`src/rtl/sccb_pkg.sv`:
```
`default_nettype none
// ============================================================================
//  Module      : sccb_pkg
//  Description : Shared constants, state encoding and helpers for the SCCB
//                (OV7670-style) three-phase write engine.
//  Revision    : 1.0 - initial release
// ============================================================================
package sccb_pkg;

    // Waveform geometry, all counted in SCL quarter periods
    localparam int QTR_PER_BIT    = 4;
    localparam int BITS_PER_PHASE = 9;
    localparam int PHASES         = 3;
    localparam int START_QTR      = 2;
    localparam int STOP_QTR       = 3;
    localparam int TOTAL_BITS     = BITS_PER_PHASE * PHASES;
    localparam int TOTAL_QTR      = START_QTR + TOTAL_BITS * QTR_PER_BIT + STOP_QTR;

    localparam logic [4:0] LAST_BIT = 5'(TOTAL_BITS - 1);

    // FSM state encoding
    typedef logic [2:0] sccb_state_t;
    localparam sccb_state_t ST_IDLE  = 3'd0;
    localparam sccb_state_t ST_START = 3'd1;
    localparam sccb_state_t ST_BIT   = 3'd2;
    localparam sccb_state_t ST_STOP  = 3'd3;
    localparam sccb_state_t ST_DONE  = 3'd4;

    // The ninth bit of every phase is the don't-care/ack slot.
    function automatic logic is_ack_slot(input logic [4:0] bit_idx);
        return (bit_idx == 5'd8) || (bit_idx == 5'd17) || (bit_idx == 5'd26);
    endfunction

    // Serial frame, MSB first. A '1' means "release SDA", which makes the
    // ack slots fall out of the same shift path as the data bits.
    function automatic logic [26:0] build_frame(input logic [7:0] dev,
                                                input logic [7:0] sub,
                                                input logic [7:0] dat);
        return {dev, 1'b1, sub, 1'b1, dat, 1'b1};
    endfunction

endpackage
`default_nettype wire

```
`src/rtl/sccb_write_master_qtick.sv`:
```
`default_nettype none
// ============================================================================
//  Module      : sccb_qtick
//  Description : Quarter-tick generator. Emits a one-cycle tick every CLK_DIV
//                cycles while en=1; the counter is held at zero while en=0 so
//                the first quarter of a transaction starts on the accept edge.
//  Ports       : i2c_clk  - clock
//                reset_n  - asynchronous active-low reset
//                en       - count enable (engine busy)
//                tick     - one-cycle pulse on the last cycle of each quarter
//  Revision    : 1.0 - initial release
// ============================================================================
module sccb_qtick #(
    parameter int CLK_DIV = 3           // cycles per quarter, minimum 2
) (
    input  logic i2c_clk,
    input  logic reset_n,
    input  logic en,
    output logic tick
);

    localparam int CNT_W = (CLK_DIV > 1) ? $clog2(CLK_DIV) : 1;
    localparam logic [CNT_W-1:0] c_LAST = CNT_W'(CLK_DIV - 1);
    localparam logic [CNT_W-1:0] c_ONE  = CNT_W'(1);

    logic [CNT_W-1:0] r_cnt;

    always_ff @(posedge i2c_clk or negedge reset_n) begin
        if (!reset_n) begin
            r_cnt <= '0;
        end else if (!en || (r_cnt == c_LAST)) begin
            r_cnt <= '0;
        end else begin
            r_cnt <= r_cnt + c_ONE;
        end
    end

    // en is the registered busy flag, so tick never depends on a port input.
    assign tick = en && (r_cnt == c_LAST);

endmodule
`default_nettype wire

```
`src/rtl/sccb_write_master.sv`:
```
`default_nettype none
// ============================================================================
//  Module      : sccb_write_master
//  Description : Byte-level SCCB write engine. Accepts one {device, register,
//                data} triple, emits start, 27 bits (3 x 8 data + ack slot)
//                and stop on SCL/SDA, then pulses done with a sticky NACK flag.
//  Ports       : i2c_clk  - 1 MHz clock
//                reset_n  - asynchronous active-low reset
//                start    - request, accepted when busy=0
//                dev_addr - SCCB write ID          (latched on accept)
//                reg_addr - register sub-address   (latched on accept)
//                reg_data - register write data    (latched on accept)
//                busy     - transaction in progress
//                done     - one-cycle completion pulse
//                ack_err  - some ack slot read high (valid from done)
//                scl      - push-pull SCCB clock, idle high
//                sda_oe   - 1 pulls SDA low, 0 releases it
//                sda_in   - sampled SDA pin level
//  Revision    : 1.0 - initial release
// ============================================================================
module sccb_write_master
    import sccb_pkg::*;
#(
    parameter int CLK_DIV = 3           // i2c_clk cycles per quarter SCL period
) (
    input  logic       i2c_clk,
    input  logic       reset_n,
    input  logic       start,
    input  logic [7:0] dev_addr,
    input  logic [7:0] reg_addr,
    input  logic [7:0] reg_data,
    output logic       busy,
    output logic       done,
    output logic       ack_err,
    output logic       scl,
    output logic       sda_oe,
    input  logic       sda_in
);

    sccb_state_t  r_state;
    logic [1:0]   r_qidx;       // quarter within the current START/BIT/STOP step
    logic [4:0]   r_bit_cnt;    // 0..26 across all three phases
    logic [26:0]  r_shift;      // remaining frame, MSB is the bit on the wire
    logic         r_busy;
    logic         r_done;
    logic         r_ack_err;
    logic         r_scl;
    logic         r_sda_oe;
    logic         w_tick;

    sccb_qtick #(
        .CLK_DIV (CLK_DIV)
    ) u_qtick (
        .i2c_clk (i2c_clk),
        .reset_n (reset_n),
        .en      (r_busy),
        .tick    (w_tick)
    );

    // Every output changes only on a clock edge; each tick moves the bus to
    // the levels of the quarter that starts on that edge.
    always_ff @(posedge i2c_clk or negedge reset_n) begin
        if (!reset_n) begin
            r_state   <= ST_IDLE;
            r_qidx    <= 2'd0;
            r_bit_cnt <= 5'd0;
            r_shift   <= '0;
            r_busy    <= 1'b0;
            r_done    <= 1'b0;
            r_ack_err <= 1'b0;
            r_scl     <= 1'b1;
            r_sda_oe  <= 1'b0;
        end else begin
            r_done <= 1'b0;
            case (r_state)
                // DONE shares the accept path with IDLE so a request present
                // during the done pulse starts the next transaction at once.
                ST_IDLE, ST_DONE: begin
                    r_state  <= ST_IDLE;
                    r_scl    <= 1'b1;
                    r_sda_oe <= 1'b0;
                    if (start) begin
                        r_shift   <= build_frame(dev_addr, reg_addr, reg_data);
                        r_ack_err <= 1'b0;
                        r_bit_cnt <= 5'd0;
                        r_qidx    <= 2'd0;
                        r_busy    <= 1'b1;
                        r_sda_oe  <= 1'b1;      // start condition: SDA falls, SCL high
                        r_state   <= ST_START;
                    end
                end

                ST_START: begin
                    if (w_tick) begin
                        if (r_qidx == 2'd0) begin
                            r_scl  <= 1'b0;
                            r_qidx <= 2'd1;
                        end else begin
                            r_qidx   <= 2'd0;
                            r_sda_oe <= ~r_shift[26];
                            r_state  <= ST_BIT;
                        end
                    end
                end

                ST_BIT: begin
                    if (w_tick) begin
                        case (r_qidx)
                            2'd0: r_qidx <= 2'd1;
                            2'd1: begin
                                r_scl  <= 1'b1;
                                r_qidx <= 2'd2;
                            end
                            2'd2: begin
                                // Last cycle of the first SCL-high quarter.
                                if (is_ack_slot(r_bit_cnt) && sda_in) begin
                                    r_ack_err <= 1'b1;
                                end
                                r_qidx <= 2'd3;
                            end
                            default: begin
                                r_scl  <= 1'b0;
                                r_qidx <= 2'd0;
                                if (r_bit_cnt == LAST_BIT) begin
                                    r_sda_oe <= 1'b1;   // hold SDA low ahead of stop
                                    r_state  <= ST_STOP;
                                end else begin
                                    r_bit_cnt <= r_bit_cnt + 5'd1;
                                    r_shift   <= {r_shift[25:0], 1'b0};
                                    r_sda_oe  <= ~r_shift[25];
                                end
                            end
                        endcase
                    end
                end

                ST_STOP: begin
                    if (w_tick) begin
                        case (r_qidx)
                            2'd0: begin
                                r_scl  <= 1'b1;
                                r_qidx <= 2'd1;
                            end
                            2'd1: begin
                                r_sda_oe <= 1'b0;       // stop condition: SDA rises, SCL high
                                r_qidx   <= 2'd2;
                            end
                            default: begin
                                r_qidx  <= 2'd0;
                                r_busy  <= 1'b0;
                                r_done  <= 1'b1;
                                r_state <= ST_DONE;
                            end
                        endcase
                    end
                end

                default: begin
                    r_state  <= ST_IDLE;
                    r_busy   <= 1'b0;
                    r_scl    <= 1'b1;
                    r_sda_oe <= 1'b0;
                end
            endcase
        end
    end

    assign busy    = r_busy;
    assign done    = r_done;
    assign ack_err = r_ack_err;
    assign scl     = r_scl;
    assign sda_oe  = r_sda_oe;

endmodule
`default_nettype wire

```
`config.mk`:
```
export PLATFORM = sky130hd
export DESIGN_NAME = sccb_write_master
export DESIGN_NICKNAME = d
export VERILOG_FILES = /design/src/rtl/sccb_pkg.sv /design/src/rtl/sccb_write_master_qtick.sv /design/src/rtl/sccb_write_master.sv
export SDC_FILE = /design/constraint.sdc
export NUM_CORES = 1
export LEC_CHECK = 0
export ABC_AREA = 1
export BUFFER_PORTS_ARGS = -buffer_cell sky130_fd_sc_hd__buf_4
export CAP_MARGIN = 40
export CORE_MARGIN = 10
export CORE_UTILIZATION = 33
export DETAILED_ROUTE_END_ITERATION = 10
export PLACE_DENSITY_LB_ADDON = 0.08
export SLEW_MARGIN = 10
export SYNTH_ARGS = -nofsm -noshare
export SYNTH_HDL_FRONTEND = slang
export SYNTH_SLANG_ARGS = --single-unit
```
`constraint.sdc`:
```
create_clock -name i2c_clk -period 1.55 [get_ports i2c_clk]
set_input_delay 0.2325 -clock i2c_clk [delete_from_list [all_inputs] [get_ports i2c_clk]]
set_output_delay 0.2325 -clock i2c_clk [all_outputs]
set_load 0.1 [all_outputs]
```
==> impl_metrics.tcl, run 1 <==
set metrics [dict create \
    status "finished, final reports clean" \
    r2r_cells 9 \
    track_usage 0.117 \
    synthTopCellsByArea "dfrtp_1 (40%), nand2_1 (21%), nand4_1 (8.3%)" \
    hold_start "reg_addr[3]" \
    grt-ovfl-total 0 \
    fin_crit_sh 0.985 \
    rsz0062_at_grt "true" \
    swShare 0.474 \
    die_x_um 111 \
    synth.largest_area_cell "dfrtp_1" \
    final_antenna_net_count 0 \
    power_frac_seq 0.247 \
    critPathKind "reg -> reg" \
    hold_violations 0 \
    drt_iter0_drc 95 \
    fin_area_sq_mm 0.00369 \
    synth_fp_nets 411 \
    grt_pass1_wl_um 12400 \
    syn_area_sq_mm 0.00271 \
    hp-class "in -> reg" \
    regArea_sq_mm 0.00111 \
    ys.flop_type "dfrtp_1" \
    drive_gt1_frac 0.349 \
    synthAdderAreaFrac 0.0462 \
    synthCells 373 \
    io_buffers 32 \
    synth_top_area_frac 0.397 \
    internal-power_mw 4.35 \
    synth_sequential_area_ratio 0.407 \
    ir_drop_v 0.00112 \
    rr_startpoint "u_qtick.r_cnt[0]" \
    cts-buffers-inserted 5 \
    ys_types 22 \
    path_cells "inv_1 > ha_2 > nand2_2 > buf_6 > nand3_4 > nand3_4 > clkbuf_16 > nand2_2 > nand2_1" \
    placed_area_sq_mm 0.00331 \
    path_max_fanout 8 \
    cpMaxStageDelayCell "dfrtp_1" \
    core_area_sq_mm 0.00785 \
    clock_latency_ps 300 \
    synth.yosys.warnings 0 \
    synth_top_family_by_area "simple AND/OR/NAND/NOR gates" \
    p_clk_frac 0.107 \
    drcViolationCount 0 \
    dp_cells 524 \
    max_stage_delay_ps 380 \
    stdcell_count 543 \
    grt_pass1_vias 2559 \
    p_leak_nw 1.96 \
    vias_per_cell 4.83 \
    multi_input_area_sq_mm 0.00153 \
    finalSetupViolations 0 \
    grt_max_degree 33 \
    synth-simple-area-share 0.440 \
    die_h_um 111 \
    io_pins 33 \
    hold_ws_ps 278 \
    yosys.area_share.xor_xnor 0.00323 \
    cts.sinks 44 \
    cts_max_level 2 \
    slew_violations 0 \
    antenna_found_initial 0 \
    max_freq_mhz 655 \
    clk_pin_slew_ps 90 \
    setup_tns_ps 0 \
    cp.arrival_ps 1710 \
    synth_async_sr_flop_share 1.00 \
    syn_avg_cell_area_sq_um 7.26 \
    min_path_cells 5 \
    firstDrtPassIters 4 \
    power_frac_comb 0.647 \
    synth_edf_count 0 \
    fin_util 0.471 \
    cellPowerDensity_mw_per_mm2 2240 \
    power.total_mw 8.27 \
    ys_ff_latch 44 \
    slew_headroom 0.808 \
    gp_congestion 0.808 \
    layout.nets 478 \
    tightest_slew_ps 285 \
    dieArea_sq_mm 0.0122 \
    wl_per_cell_um 13.9 \
    cp-startpoint "u_qtick.r_cnt[0]" \
    root_buffer "clkbuf_8" \
    rrSetupSlack_ps 20 \
    skew_ps 11.1 \
    min_to "r_shift[13]" \
    maxCapViolCount 0 \
    crit_path_end_kind "flip-flop" \
    row_count 32 \
    reg2reg_to "r_bit_cnt[4]" \
    fin_crit_ps 1530 \
    muxShareOfSynthArea 0 \
    yosysMostFrequentCell "nand2_1" \
    wl_um 7570 \
    vias 2621 \
    syn2layout_area_growth_pct 36.4 \
    initial_core_util 0.345 \
    cts_buffer_depth 2 \
    cts_tree "yes" \
    dp_hpwl_um 5150 \
    start_kind "flip-flop" \
    layout_setup_ws_ps 24.0 \
    p_sw_mw 3.92 \
    synth_common_cells "nand2_1 (154), dfrtp_1 (43), nand3_1 (38)" \
    cp.required_ps 1740 \
    dpl_worst_slack_ps 2.30 \
    insertedDiodeCount 0 \
    fill_cells 827 \
    synth_compound_area_frac 0.0185 \
]
==> cell usage in the layout (no fill, tap or decap), types with 2 or more instances in the layout <==
master,count
o21ai_0,5
nor2_4,4
nand2_4,6
or2_2,2
o21ai_1,2
buf_6,2
inv_2,5
nor2_2,4
inv_1,20
nand3_1,38
buf_4,72
nand3_4,3
nor3_1,2
nor2_1,14
ha_2,2
ha_1,8
a21oi_1,2
buf_12,5
clkbuf_16,2
dfrtp_1,40
nand2_2,33
nand4_1,36
nand2_1,117
dfrtp_2,2
clkbuf_8,5
==> cell type report <==
class                   instances  share of cell area
inverters                      26              0.0271
multi-input cells             281               0.413
flip-flops and latches         44               0.300
clock buffers                   6              0.0196
repair buffers                 82               0.196
clock inverters                 2             0.00948
well taps                     102              0.0345
==> cells by family (layout without fill, tap and decap cells) <==
family / count (synthesis) / in the layout
buffers and inverters: 48 / 116
AO/OA/AOI/OAI: 10 / 10
XOR/XNOR: 1 / 1
AND/OR/NAND/NOR: 260 / 260
adder cells (fa/ha/maj): 10 / 10
flip-flops: 44 / 44
==> worst max path at each step <==
stage / endpoint / cells past startpoint / slack [ps]
after floorplan: r_shift[10] / 11 / 70
after global placement: r_bit_cnt[4] / 8 / 40
after detailed placement: r_bit_cnt[2] / 11 / 2
after CTS: r_state[0] / 10 / 20
after global routing: r_shift[0] / 9 / -40
final: r_bit_cnt[4] / 9 / 20
==> flip-flops by register name, indices dropped and copies added, names as in the netlist <==
register	count
ack_err	1
r_state	3
r_bit_cnt	5
scl	1
r_qidx	2
u_qtick.r_cnt	2
r_shift	27
done	1
sda_oe	1
busy	1
==> routing by layer <==
metal,part of all wire,vias to the layer above,GRT usage
li1,-,1350,-
met1,0.50,1231,0.159
met2,0.47,34,0.182
met3,0.025,6,0.0243
met4,0.0073,0,0.0302
met5,0,-,0
==> worst max-delay path: cells and delay by family (launching register included) <==
| kind | cells | cell delay [ps] |
|---|---|---|
| DFF | 1 | 380 |
| buffers and inverters | 3 | 410 |
| adders and majority gates | 1 | 180 |
| and+or+nand+nor | 5 | 460 |
==> repair_timing <==
item / in CTS / in global routing
setup buffers: 0 / 7
hold endpoints to repair: 12 / 0
setup endpoints to repair: 1 / 41
resized for setup: 1 / 60
pin swaps: 0 / 8
cloned: 0 / 3
hold buffers: 1 / 0
==> power by group through the flow <==
stage | sequential [mW] | clock, mW | combinational, mW
2_1_floorplan | 2.22 | 0 | 2.78
5_1_grt | 2.10 | 0.946 | 5.92
3_3_place_gp | 1.98 | 0 | 4.51
4_1_cts | 1.97 | 0.909 | 4.56
3_5_place_dp | 1.98 | 0 | 4.52
6_report | 2.04 | 0.884 | 5.35
No activity file was read; power rests on OpenSTA's default activity.
==> run 2: changes to the inputs <==
Settings changed: ABC_AREA 1 to not set.
==> run 2 against run 1 <==
Compared with the run above: the flow now finishes with violations (negative setup slack); combinational power is 98% lower; wire length is 13% lower; first-iteration DRC count down 40%; sequential share of layout area rose by 2.0 points; register-to-register slack got worse by 340 ps; core utilization up 1.3 points; clock power shrank 19%; final cell count shrank 23%; clock-buffer cell count down 1; fmax decreased by 18%; largest cell class unchanged; largest power group is now registers; highest routed layer unchanged.
==> impl_metrics.tcl, run 2 <==
set metrics [dict create \
    synth_edf_count 0 \
    ys_types 38 \
    clk_pin_slew_ps 90 \
    synth_async_sr_flop_share 1.00 \
    initial_core_util 0.336 \
    fin_util 0.484 \
    cts-buffers-inserted 5 \
    hp-class "in -> reg" \
    maxCapViolCount 0 \
    cts_buffer_depth 2 \
    wl_per_cell_um 15.7 \
    largest_reg_flops 27 \
    yosysMostFrequentCell "dfrtp_1" \
    p_leak_nw 1.68 \
    vias 2111 \
    layout.nets 358 \
    firstDrtPassIters 4 \
    track_usage 0.114 \
    cellPowerDensity_mw_per_mm2 564 \
    dpl_worst_slack_ps -436 \
    start_kind "flip-flop" \
    critPathKind "reg -> reg" \
    cts.sinks 44 \
    synth_common_cells "dfrtp_1 (43), nand3_1 (29), mux2i_1 (28)" \
    dieArea_sq_mm 0.0111 \
    fin_crit_ps 1860 \
    synth_top_area_frac 0.449 \
    violations "negative setup slack" \
    crit_path_end_kind "flip-flop" \
    die_h_um 105 \
    hold_ws_ps 200 \
    setup_tns_ps -8210 \
    hold_violations 0 \
    synth_sequential_area_ratio 0.460 \
    syn2layout_area_growth_pct 44.1 \
    grt_pass1_wl_um 10500 \
    slew_violations 0 \
    gp_congestion 0.784 \
    regArea_sq_mm 0.00111 \
    synthTopCellsByArea "dfrtp_1 (45%), mux2i_1 (12%), nand3_1 (6.1%)" \
    core_area_sq_mm 0.00714 \
    row_count 31 \
    antenna_found_initial 0 \
    clock_latency_ps 290 \
    ys.flop_type "dfrtp_1" \
    status "finished with violations" \
    io_pins 33 \
    path_max_fanout 6 \
    io_buffers 32 \
    grt_max_degree 28 \
    insertedDiodeCount 0 \
    drive_gt1_frac 0.406 \
    ir_drop_v 0.000413 \
    wl_um 6560 \
    dp_hpwl_um 4270 \
    drcViolationCount 0 \
    layout_setup_ws_ps -314 \
    root_buffer "clkbuf_8" \
    rsz0062_at_grt "true" \
    finalSetupViolations 37 \
    final_common_cell "buf_4" \
    syn_area_sq_mm 0.00240 \
    cp.required_ps 1780 \
    skew_ps 2.65 \
    final_cell_mix "buf_4 (66), dfrtp_1 (42), mux2i_1 (28), nand3_1 (27), o21ai_1 (24)" \
    power.total_mw 1.95 \
    regMostFlops "r_shift" \
    fin_crit_sh 1.20 \
    vias_per_cell 5.04 \
    synth.yosys.warnings 0 \
    die_x_um 105 \
    syn_avg_cell_area_sq_um 9.58 \
    synth_fp_nets 288 \
    grt-ovfl-total 0 \
    max_freq_mhz 536 \
    cp.arrival_ps 2090 \
    synthCells 250 \
    ys_ff_latch 44 \
    cts_tree "yes" \
    tightest_slew_ps 359 \
    slew_headroom 0.761 \
    synth.largest_area_cell "dfrtp_1" \
    fill_cells 738 \
    cts_max_level 2 \
    final_antenna_net_count 0 \
    top_regs "r_shift: 27 flops, r_bit_cnt: 5 flops, r_state: 3 flops" \
    grt_pass1_vias 2141 \
    drt_iter0_drc 57 \
    multi_input_area_sq_mm 0.00141 \
]
run 2: cell count changes after synthesis, moves of 12 or more:
cell,previous run,this run
o21ai_1,0,12
mux2i_1,0,28
nand2_1,154,8
a21oi_1,2,14
o21ai_0,8,24
inv_1,22,9
nand4_1,36,0
run 2: worst paths after layout:
check / from / endpoint / slack (ps) / depth (start not counted)
setup / recovery: r_bit_cnt[1] / r_bit_cnt[4] / -310 / 5
hold / removal: reg_addr[3] / r_shift[13] / 200 / 3
setup reg to reg: r_bit_cnt[1] / r_bit_cnt[4] / -310 / 5
hold reg to reg: u_qtick.r_cnt[0] / u_qtick.r_cnt[0] / 420 / 1
max in group asynchronous: reset_n / r_shift[16] / 730 / 3
min in group asynchronous: reset_n / r_shift[3] / 380 / 2
run 2: logic make-up after synthesis:
logic type | Yosys count | share of synthesized area
muxes | 30 | 0.126
DFF | 44 | 0.460
AOI/OAI and AO/OA | 61 | 0.143
adders and majority gates | 10 | 0.0522
buffers and inverters | 27 | 0.0465
and+or+nand+nor | 78 | 0.172
run 2: timing repair:
item | in CTS | in global routing
hold buffers | 1 | 0
gates cloned | 0 | 2
pin swaps | 1 | 7
setup endpoints to repair | 38 | 38
hold endpoints to repair | 23 | 0
gates resized for setup | 16 | 51
buffers inserted | 0 | 6
run 2: per-layer routing:
| metal | part of all wire | global-route usage | up-vias | wire length, um |
|---|---|---|---|---|
| met1 | 0.46 | 0.151 | 1025 | 3010 |
| met5 | 0 | 0 | - | 0 |
| met2 | 0.49 | 0.178 | 45 | 3190 |
| li1 | - | - | 1037 | - |
| met3 | 0.045 | 0.0280 | 4 | 298 |
| met4 | 0.0096 | 0.0353 | 0 | 63 |
run 2: per-stage QoR:
stage                     cell area, sq um  cells
after floorplan                       2470    250
after global placement                3070    403
after detailed placement              3070    403
after CTS                             3220    411
after global routing                  3450    419
final                                 3450    419
run 2: area by class of cell:
type / instances / area share
Clock buffer: 5 / 0.0199
Sequential cell: 44 / 0.320
Inverter: 9 / 0.0120
Timing Repair Buffer: 81 / 0.201
Clock inverter: 2 / 0.00362
Multi-Input combinational cell: 179 / 0.407
Tap cell: 99 / 0.0359
run 2: where the power goes:
part           switching [mW]  total, mW  internal (mW)
Clock                   0.406      0.712          0.306
Combinational          0.0362     0.0879         0.0517
Sequential                  0       1.15           1.15
Total                   0.442       1.95           1.50
run 2: critical path, cell delays in order, from the launching register on:
cell and delay [ps]:
dfrtp_1 420, ha_4 170, and4b_1 180, or4_4 560, or3_4 350, a21oi_2 130
